[config.mk]
export PLATFORM = sky130hd
export DESIGN_NAME = out_bcd_seq
export DESIGN_NICKNAME = d
export VERILOG_FILES = /design/src/rtl/out_bcd_seq.sv
export SDC_FILE = /design/constraint.sdc
export NUM_CORES = 1
export LEC_CHECK = 0
export CAP_MARGIN = 5
export CORE_MARGIN = 3
export CORE_UTILIZATION = 31
export CTS_CLUSTER_DIAMETER = 40
export DETAILED_ROUTE_END_ITERATION = 6
export DONT_BUFFER_PORTS = 1
export REMOVE_ABC_BUFFERS = 1
export SETUP_SLACK_MARGIN = 0.2
export SKIP_CTS_REPAIR_TIMING = 1
export SLEW_MARGIN = 0
export SYNTH_ARGS = -nofsm -noshare
export SYNTH_HDL_FRONTEND = slang
export SYNTH_SLANG_ARGS = --single-unit
[constraint.sdc]
create_clock -name clk -period 2.2 [get_ports clk]
set_input_delay 0.22 -clock clk [delete_from_list [all_inputs] [get_ports clk]]
set_output_delay 0.22 -clock clk [all_outputs]
set_load 0.03 [all_outputs]
[src/rtl/out_bcd_seq.sv]
// Sequential binary-to-BCD converter (double dabble) for the CPU out path.
// Converts a captured value one bit per clock and drives four saturated BCD digits.
module out_bcd_seq #(
   parameter int WIDTH  = 32,
   parameter bit SIGNED = 1'b1
) (
   input  logic             clk,
   input  logic             reset,
   input  logic             start,
   input  logic [WIDTH-1:0] value,
   output logic             busy,
   output logic             done,
   output logic [3:0]       mil,
   output logic [3:0]       cent,
   output logic [3:0]       dez,
   output logic [3:0]       uni,
   output logic             ovf,
   output logic             neg
);

   // ceil(WIDTH*log10(2)) decimal digits; at least five so an overflow digit always exists
   localparam int NDIG  = (WIDTH * 30103 + 99999) / 100000;
   localparam int ADIG  = (NDIG > 4) ? NDIG : 5;
   localparam int ACC_W = 4 * ADIG;
   localparam int CNT_W = $clog2(WIDTH + 1);

   typedef enum logic [1:0] {
      S_IDLE,
      S_SHIFT,
      S_DONE
   } state_t;

   state_t             state;
   state_t             state_nxt;
   logic [WIDTH-1:0]   sreg;
   logic [ACC_W-1:0]   acc;
   logic [CNT_W-1:0]   cnt;
   logic               sign_lat;
   logic [ACC_W-1:0]   acc_adj;
   logic [ACC_W-1:0]   acc_shift;
   logic [WIDTH-1:0]   sreg_shift;

   // Magnitude is formed at WIDTH+1 bits so the most negative value negates exactly.
   function automatic logic [WIDTH-1:0] magnitude(input logic [WIDTH-1:0] v);
      logic signed [WIDTH:0] ext;
      ext = $signed({SIGNED && v[WIDTH-1], v});
      if (ext[WIDTH]) ext = -ext;
      return ext[WIDTH-1:0];
   endfunction

   function automatic logic [ACC_W-1:0] add3(input logic [ACC_W-1:0] a);
      logic [ACC_W-1:0] r;
      r = a;
      for (int d = 0; d < ADIG; d++) begin
         if (a[4*d +: 4] > 4'd4) r[4*d +: 4] = a[4*d +: 4] + 4'd3;
      end
      return r;
   endfunction

   // Returns {ovf, four digits}; anything above 9999 clamps to all nines.
   function automatic logic [16:0] saturate(input logic [ACC_W-1:0] a);
      if (|a[ACC_W-1:16]) return {1'b1, 16'h9999};
      return {1'b0, a[15:0]};
   endfunction

   assign acc_adj    = add3(acc);
   assign acc_shift  = {acc_adj[ACC_W-2:0], sreg[WIDTH-1]};
   assign sreg_shift = {sreg[WIDTH-2:0], 1'b0};

   always_ff @(posedge clk or negedge reset) begin
      if (!reset) state <= S_IDLE;
      else        state <= state_nxt;
   end

   always_comb begin
      state_nxt = state;
      case (state)
         S_IDLE:  if (start) state_nxt = S_SHIFT;
         S_SHIFT: if (cnt == CNT_W'(WIDTH - 1)) state_nxt = S_DONE;
         S_DONE:  state_nxt = S_IDLE;
         default: state_nxt = S_IDLE;
      endcase
   end

   always_ff @(posedge clk or negedge reset) begin
      if (!reset) begin
         sreg     <= '0;
         acc      <= '0;
         cnt      <= '0;
         sign_lat <= 1'b0;
         busy     <= 1'b0;
         done     <= 1'b0;
         ovf      <= 1'b0;
         neg      <= 1'b0;
         mil      <= '0;
         cent     <= '0;
         dez      <= '0;
         uni      <= '0;
      end else begin
         done <= 1'b0;
         case (state)
            S_IDLE: begin
               if (start) begin
                  sreg     <= magnitude(value);
                  acc      <= '0;
                  cnt      <= '0;
                  sign_lat <= SIGNED && value[WIDTH-1];
                  busy     <= 1'b1;
               end
            end
            S_SHIFT: begin
               acc  <= acc_shift;
               sreg <= sreg_shift;
               cnt  <= cnt + CNT_W'(1);
            end
            S_DONE: begin
               {ovf, mil, cent, dez, uni} <= saturate(acc);
               neg  <= sign_lat;
               done <= 1'b1;
               busy <= 1'b0;
            end
            default: ;
         endcase
      end
   end

endmodule
Yosys cells after proc, flatten, opt, wreduce, memory -nomap -nowiden

Index checks and enable logic that the tools add are counted.

Add/subtract/negate cells: 12
Magnitude comparators: 10
Eq/ne operators: 5
Multiplexer cells: 27
Reductions and logical operators: 8

Operator list:

| cell                  | count |
|---|---|
| $pmux W40 S2          | 1 |
| $mux W32              | 2 |
| $pmux W32 S2          | 1 |
| $gt A4 B3 Y1 const B  | 10 |
| $mux W40              | 1 |
| $add A4 B2 Y4 const B | 9 |
| $mux W4               | 9 |
| $mux W17              | 2 |
| $neg A32 Y32          | 1 |
| $reduce_or A24 Y1     | 1 |
| $pmux W6 S2           | 1 |
| $reduce_and A2 Y1     | 4 |
| $add A6 B1 Y6 const B | 1 |
| $eq A6 B5 Y1 const B  | 1 |
| $mux W6               | 1 |
| $mux W1               | 4 |
| $mux W2               | 2 |
| $ne A2 B2 Y1 const B  | 2 |
| $pmux W2 S2           | 1 |
| $reduce_bool A2 Y1    | 2 |
| $add A3 B2 Y3 const B | 1 |
| $mux W3               | 1 |
| $eq A2 B1 Y1 const B  | 1 |
| $eq A2 B2 Y1 const B  | 1 |
| other kinds (2)       | 2 |

Register bits: 101
Input port bits: 35
Output and inout bits: 20
Word-level logic and storage cells: 75

Depth between registers and ports, before layout

Gate-level depths: netlist of run 1.

Depth in word-level cells: 4
Gate-level depth with buffers: 8

Worst setup path before layout of run 1

No wires, ideal clock.

Kind: register -> register
From: reg acc[36]
To: reg cent[0]
Arrival: 1914 ps
Required time: 2069 ps
Setup slack: 155 ps
Cell stages (with the launch flop): 9
Clock period less this slack: 2045 ps
Cells stage by stage: dfrtp_1 > inv_1 > ha_1 > inv_1 > or4_1 > nor4_1 > and4_1 > clkbuf_1 > a21oi_1

Cells in the longest elaborated chain, start to end: 4

RTL lines:

| item                   | RTL line | RTL |
|---|---|---|
| start, declared        | 36       | `logic [ACC_W-1:0] acc;` |
| start signal, assigned | 112      | `acc <= acc_shift;` |
| $reduce_or A24 Y1      | 62       | `if (\|a[ACC_W-1:16]) return {1'b1, 16'h9999};` |
| $mux W1                | 62       |  |
| $mux W1                | 101      | `case (state)` |
| $mux W17               | 63       | `return {1'b0, a[15:0]};` |
| end signal, assigned   | 117      | `{ovf, mil, cent, dez, uni} <= saturate(acc);` |
| end, declared          | 14       | `output logic [3:0] cent,` |

Every way passes these cells. The select of a mux whose other input is x is not followed.
A chain may end at the register's enable or synchronous reset.

Final worst setup path of run 1

From: reg acc[33]
To: reg mil[3]

Cells in the longest elaborated chain, start to end: 4

RTL lines:

| item                 | RTL line | RTL |
|---|---|---|
| $reduce_or A24 Y1    | 62       |  |
| $mux W1              | 62       |  |
| $mux W1              | 101      |  |
| $mux W17             | 63       |  |
| end signal, assigned | 117      |  |
| end, declared        | 13       | `output logic [3:0] mil,` |

Every way passes these cells. The select of a mux whose other input is x is not followed.

==> results of run 1 <==
registers in the layout, summed over array words and instances, names as in the netlist:
signal    count
mil           4
done          1
cent          4
sreg         32
ovf           1
state         2
acc          40
sign_lat      1
dez           4
busy          1
cnt           6
neg           1
uni           4
layout make-up:
class / instances / area, sq um / share of cell area, %
Clock buffer: 9 / 225 / 3.88
Clock inverter: 7 / 90.1 / 1.55
Inverter: 34 / 128 / 2.20
Multi-Input combinational cell: 366 / 2420 / 41.6
Sequential cell: 101 / 2530 / 43.5
Tap cell: 216 / 270 / 4.65
Timing Repair Buffer: 16 / 151 / 2.60
cells in the mapped netlist (all sizes together):
cell	count
dfrtp	101
xor2	28
o211ai	1
a32o	10
and2	2
o41ai	8
nand2b	2
a31oi	1
nor3	10
nor2	23
inv	33
or3	3
a22oi	20
nand2	42
o31ai	25
o22ai	26
o22a	4
nor4	9
nand4	4
ha	12
nand3b	1
nor2b	2
and4	1
o21ai	62
a22o	4
buf	3
and3	1
nand3	4
or4	4
clkbuf	23
a21oi	41
clkinv	1
a32oi	3
xnor2	12
nor3b	1
metal layers:
| metal | GRT usage [%] | wire (um) |
|---|---|---|
| met2 | 21.9 | 5520 |
| met5 | 0 | 0 |
| met3 | 3.46 | 637 |
| met1 | 17.3 | 5430 |
| met4 | 4.41 | 194 |
worst paths after layout:
kind                                         to  slack [ns]                  from
min reg2reg                sign_lat$_DFFE_PN0P_        0.49  sign_lat$_DFFE_PN0P_
min in group clk            sreg[3]$_DFFE_PN0P_        0.03                 start
max reg2reg                  mil[3]$_DFFE_PN0P_        0.16   acc[33]$_DFFE_PN0P_
max in group asynchronous  sreg[10]$_DFFE_PN0P_        2.46                 reset
max                          mil[3]$_DFFE_PN0P_        0.16   acc[33]$_DFFE_PN0P_
min                         acc[20]$_DFFE_PN0P_       -0.43                 reset
through the flow:
| step | hold WS [ns] | std cells | area (sq um) | util, % |
|---|---|---|---|---|
| 2_1_floorplan | -0.0756 | 501 | 5010 | - |
| 3_3_place_gp | -0.0684 | 728 | 5400 | 33.8 |
| 3_5_place_dp | -0.0680 | 728 | 5400 | 33.8 |
| 4_1_cts | -0.447 | 744 | 5720 | 35.7 |
| 5_1_grt | -0.446 | 749 | 5810 | 36.3 |
| 6_report | -0.431 | 749 | 5810 | 36.3 |
logic make-up after synthesis:
group,Yosys count
compound gates,205
xor+xnor,40
fa+ha+maj,12
buf+inv,60
flops,101
simple gates,109
power by group:
part / internal [uW] / total, uW / switching (uW)
registers: 2460 / 2960 / 502
logic: 1070 / 2250 / 1180
clock network: 991 / 1700 / 708
total: 4520 / 6910 / 2390
placed cells by master, fill, tap and decap left out, types with 3 or more instances in the layout:
cell type / n
o21ai_1: 3
a22o_1: 4
o41ai_1: 6
nand4_1: 4
clkbuf_16: 9
a21oi_1: 41
nor2_1: 22
inv_1: 28
buf_4: 12
nand3_1: 4
a22oi_1: 20
ha_1: 10
o21ai_0: 58
a32o_1: 10
nor4_1: 7
clkinv_2: 3
xnor2_1: 12
o31ai_1: 24
dfrtp_1: 101
inv_2: 5
o22a_1: 4
nor3_1: 10
nand2_1: 42
o22ai_1: 26
a32oi_1: 3
xor2_1: 28
==> impl_metrics.json, run 1 <==
{
  "status": "finished, violations left",
  "failed_checks": "hold timing",
  "clock_path_buffers": 2,
  "ys_seq_elements": 101,
  "grt_pass1_vias": 4103,
  "yosysUniqueCellTypes": 43,
  "power_leakage_uw": 0.00235,
  "synthAdderAreaFrac_pct": 2.94,
  "power_uw": 6910,
  "antenna_cells": 0,
  "synth_top_cells_by_area": "dfrtp_1, o21ai_0, xor2_1",
  "dp_hpwl_um": 7870,
  "slowest_stage": "or4_4",
  "ys_seq_area_share_pct": 49.4,
  "ys_warn_count": 0,
  "required_ns": 2.43,
  "coreArea_sq_mm": 0.0160,
  "synth_largest_area_cell": "dfrtp_1",
  "grt_antenna_before_repair": 0,
  "htree_num_levels": 3,
  "maxSlewHeadroom_pct": 29.1,
  "r2r_cells": 8,
  "grt_usage_pct": 13.4,
  "setup_viol": 0,
  "vias_per_cell": 5.37,
  "fp-row-count": 46,
  "wirelength_um": 11800,
  "fp.dieArea_sq_mm": 0.0181,
  "drt-pass1-iter-count": 5,
  "num_io_pins": 55,
  "holdWs_ns": -0.431,
  "final.setup.tns_ns": 0,
  "initial_core_util_pct": 32.0,
  "grt_max_degree": 102,
  "cp_max_fo": 8,
  "path_class": "reg2reg",
  "fin_crit_sh_pct": 92.5,
  "synthMuxAreaShare_pct": 0,
  "cp-start-kind": "flip-flop",
  "yosys.area_share.simple_pct": 10.3,
  "arrival_ns": 2.27,
  "antenna_left": 0,
  "root_buffer": "clkbuf_16",
  "num_vias": 4025,
  "grt_overflow": 0,
  "layout-drive-gt1-share_pct": 9.57,
  "crit_top_cell": "inv_2",
  "numPortBuffers": 0,
  "cp.depth": 8,
  "avgSynthCellArea_sq_um": 9.71,
  "synth_xor_area_share_pct": 6.85,
  "powerDensity_mw_per_mm2": 1190,
  "synth_cells": 527,
  "setup.worst_path.end_class": "flip-flop",
  "cts.reportedPaths.clkPinSlew_ns": 0.07,
  "min_period_ns": 2.04,
  "finClkSkew_ns": 0.00399,
  "drc": 0,
  "slowest_delay_ns": 0.54,
  "worst_pin_slew_ns": 1.06,
  "path_cells": "inv_2, ha_4, inv_2, or4_4, nor4_4, nand4_1, buf_6, o22a_1",
  "hold_viol_final": 101,
  "max-vdd-ir-drop_mv": 0.566,
  "clk_latency_ns": 0.35,
  "cts_made_buffers": 9,
  "synth_top_family_by_area": "compound AO/OA/AOI/OAI gates",
  "max-cap-violations": 0,
  "drv_slew": 0,
  "drtIter0Drc": 250,
  "fin_nets": 575,
  "place_ws_ns": -0.0491,
  "cts_num_sinks": 101,
  "place.gp.congestion": 0.768,
  "num-fill-cells": 1630,
  "grt_pass1_wl_um": 19900,
  "clock.fmax_mhz": 491,
  "fin_ws_ns": 0.165,
  "cp_num_buf_inv": 3,
  "wl_per_cell_um": 15.7,
  "cts_tree": "built",
  "cp_top_family": "simple AND/OR/NAND/NOR gates",
  "synth_compound_area_share_pct": 26.0,
  "dieHeight_um": 134,
  "synth_top_area_share_pct": 49.4,
  "areaGrowthSynthToFinish_pct": 13.6,
  "rsz0062_at_grt": "true",
  "syn_area_sq_mm": 0.00511,
  "fp.dieW_um": 134,
  "hold_path.class": "in2async"
}
No activity file was read; power rests on OpenSTA's default activity.
==> run 2: changes to the inputs <==
--- a/config.mk
+++ b/config.mk
@@ -14,3 +14,2 @@
 export REMOVE_ABC_BUFFERS = 1
-export SETUP_SLACK_MARGIN = 0.2
 export SKIP_CTS_REPAIR_TIMING = 1
--- a/constraint.sdc
+++ b/constraint.sdc
@@ -3,2 +3,2 @@
 set_output_delay 0.22 -clock clk [all_outputs]
-set_load 0.03 [all_outputs]
+set_load 0.02 [all_outputs]
==> run 2 against run 1 <==
The flow still finishes with violations (hold timing). Sequential share of layout area is 0.18 points higher. Flip-flop and latch count stayed put. Clock skew is 0.0033 ns higher. Sequential power hardly changed. Combinational power is 4% lower. First-iteration DRC count is 4.4% lower. Register-to-register slack worse by 0.07 ns. Worst setup slack worse by 0.074 ns. Critical path type unchanged. Critical endpoint is now uni[3]$_DFFE_PN0P_. Largest cell class unchanged. Highest routed layer unchanged.
==> impl_metrics.json, run 2 (synthesis results as in run 1) <==
{
  "status": "finished, violations left",
  "failed_checks": "hold timing",
  "cts_made_buffers": 9,
  "grt_antenna_before_repair": 0,
  "initial_core_util_pct": 32.0,
  "cts_tree": "built",
  "largest_register_ffs": 40,
  "finalInstanceArea_sq_mm": 0.00579,
  "layout_common_cells": "dfrtp_1, o21ai_0, nand2_1, a21oi_1, inv_1",
  "place.gp.congestion": 0.768,
  "slowest_stage": "or4_1",
  "antenna_cells": 0,
  "vias_per_cell": 5.33,
  "cts_num_sinks": 101,
  "setup_viol": 0,
  "crit_top_cell": "inv_1",
  "cp-start-kind": "flip-flop",
  "grt_pass1_wl_um": 19700,
  "r2r_end": "uni[3]$_DFFE_PN0P_",
  "p_clk_share_pct": 26.5,
  "clock.fmax_mhz": 474,
  "cp_max_fo": 8,
  "path_cells": "inv_1, ha_1, inv_1, or4_1, nor4_4, nand4_1, buf_4, o22a_1",
  "clk_latency_ns": 0.35,
  "holdWs_ns": -0.431,
  "maxSlewHeadroom_pct": 28.5,
  "drv_slew": 0,
  "fin_nets": 572,
  "fin_ws_ns": 0.0908,
  "top_register": "acc",
  "dp_hpwl_um": 7840,
  "worstReg2RegStart": "acc[36]$_DFFE_PN0P_",
  "hold_path.class": "in2async",
  "wl_per_cell_um": 15.6,
  "fp.dieArea_sq_mm": 0.0181,
  "grt_pass1_vias": 4083,
  "fin_crit_sh_pct": 95.9,
  "fp.dieW_um": 134,
  "p_comb_share_pct": 31.0,
  "cp_top_family": "simple AND/OR/NAND/NOR gates",
  "dieHeight_um": 134,
  "max-cap-violations": 0,
  "final_util_pct": 36.2,
  "clock_path_buffers": 2,
  "power_switching_uw": 2340,
  "power_leakage_uw": 0.00235,
  "fp-row-count": 46,
  "coreArea_sq_mm": 0.0160,
  "placed_cell_area_sq_mm": 0.00540,
  "drt-pass1-iter-count": 4,
  "setup.worst_path.end_class": "flip-flop",
  "rrSetupSlack_ns": 0.09,
  "grt_usage_pct": 13.2,
  "p_int_uw": 4610,
  "cp_num_buf_inv": 3,
  "slowest_delay_ns": 0.57,
  "root_buffer": "clkbuf_16",
  "areaGrowthSynthToFinish_pct": 13.2,
  "r2r_cells": 8,
  "endpoint": "uni[3]$_DFFE_PN0P_",
  "max-vdd-ir-drop_mv": 0.526,
  "antenna_left": 0,
  "num_vias": 3973,
  "min_period_ns": 2.11,
  "num_io_pins": 55,
  "final_common_cell": "dfrtp_1",
  "wirelength_um": 11700,
  "htree_num_levels": 3,
  "drtIter0Drc": 239,
  "cp.depth": 8,
  "layout-drive-gt1-share_pct": 7.36,
  "path_class": "reg2reg",
  "place_ws_ns": -0.0511,
  "drc": 0,
  "cp-startpoint": "acc[36]$_DFFE_PN0P_",
  "largest_registers": "acc (40), sreg (32), cnt (6)",
  "required_ns": 2.43,
  "p_seq_share_pct": 42.5,
  "numPortBuffers": 0,
  "power.share.switching_pct": 33.7,
  "grt_overflow": 0,
  "finClkSkew_ns": 0.00728,
  "powerDensity_mw_per_mm2": 1200,
  "hold_viol_final": 101,
  "cts.reportedPaths.clkPinSlew_ns": 0.07,
  "worst_pin_slew_ns": 1.07,
  "arrival_ns": 2.34,
  "grt_max_degree": 102
}
[run 2: power by group through the flow]
stage	clock [uW]	combinational, uW	sequential (uW)
floorplan	0	1760	2840
finish	1840	2150	2950
detailed placement	0	2160	2970
global placement	0	2040	2950
CTS	1880	2170	2940
global route	1950	2490	3040
[run 2: worst min path at each step]
stage,to,slack [ns],cells after the start
after floorplan,acc[0]$_DFFE_PN0P_,-0.08,0
after global placement,acc[15]$_DFFE_PN0P_,-0.07,0
after detailed placement,mil[2]$_DFFE_PN0P_,-0.07,0
after CTS,acc[18]$_DFFE_PN0P_,-0.44,0
after global routing,acc[20]$_DFFE_PN0P_,-0.44,0
final,acc[18]$_DFFE_PN0P_,-0.43,0
[run 2: through the flow]
step                std cells  total power, uW  TNS, ns
finish                    746             6940        0
detailed placement        728             5130   -0.243
global placement          728             4980        0
floorplan                 501             4600   -0.615
global route              746             7480  -0.0319
CTS                       744             6980   -0.250
[run 2: cell type report]
type	instances	area (sq um)
fill	1639	10200
sequential	101	2530
multi-input combinational	366	2390
tap	216	270
clock buffer	10	239
inverter	34	128
timing repair buffer	13	125
clock inverter	6	110
[run 2: metal layers]
metal,part of all wire [%],GRT usage [%],up-vias,wire length (um)
met1,47,17.2,1925,5500
met5,0,0,-,0
met2,46,21.6,100,5370
met3,5.0,3.61,16,584
met4,1.8,3.96,0,208
li1,-,-,1932,-
[run 2: worst register-to-register path: stages (launching register included)]
cell and delay [ns]:
dfrtp_1 0.36, inv_1 0.10, ha_1 0.21, inv_1 0.06, or4_1 0.57, nor4_4 0.18, nand4_1 0.13, buf_4 0.20
o22a_1 0.18
==> run 3: changes to the inputs <==
GPL_ROUTABILITY_DRIVEN = 0   (was not set)
==> results of run 3 <==
No change in the layout: final DEF, timing and power equal those of run 2.
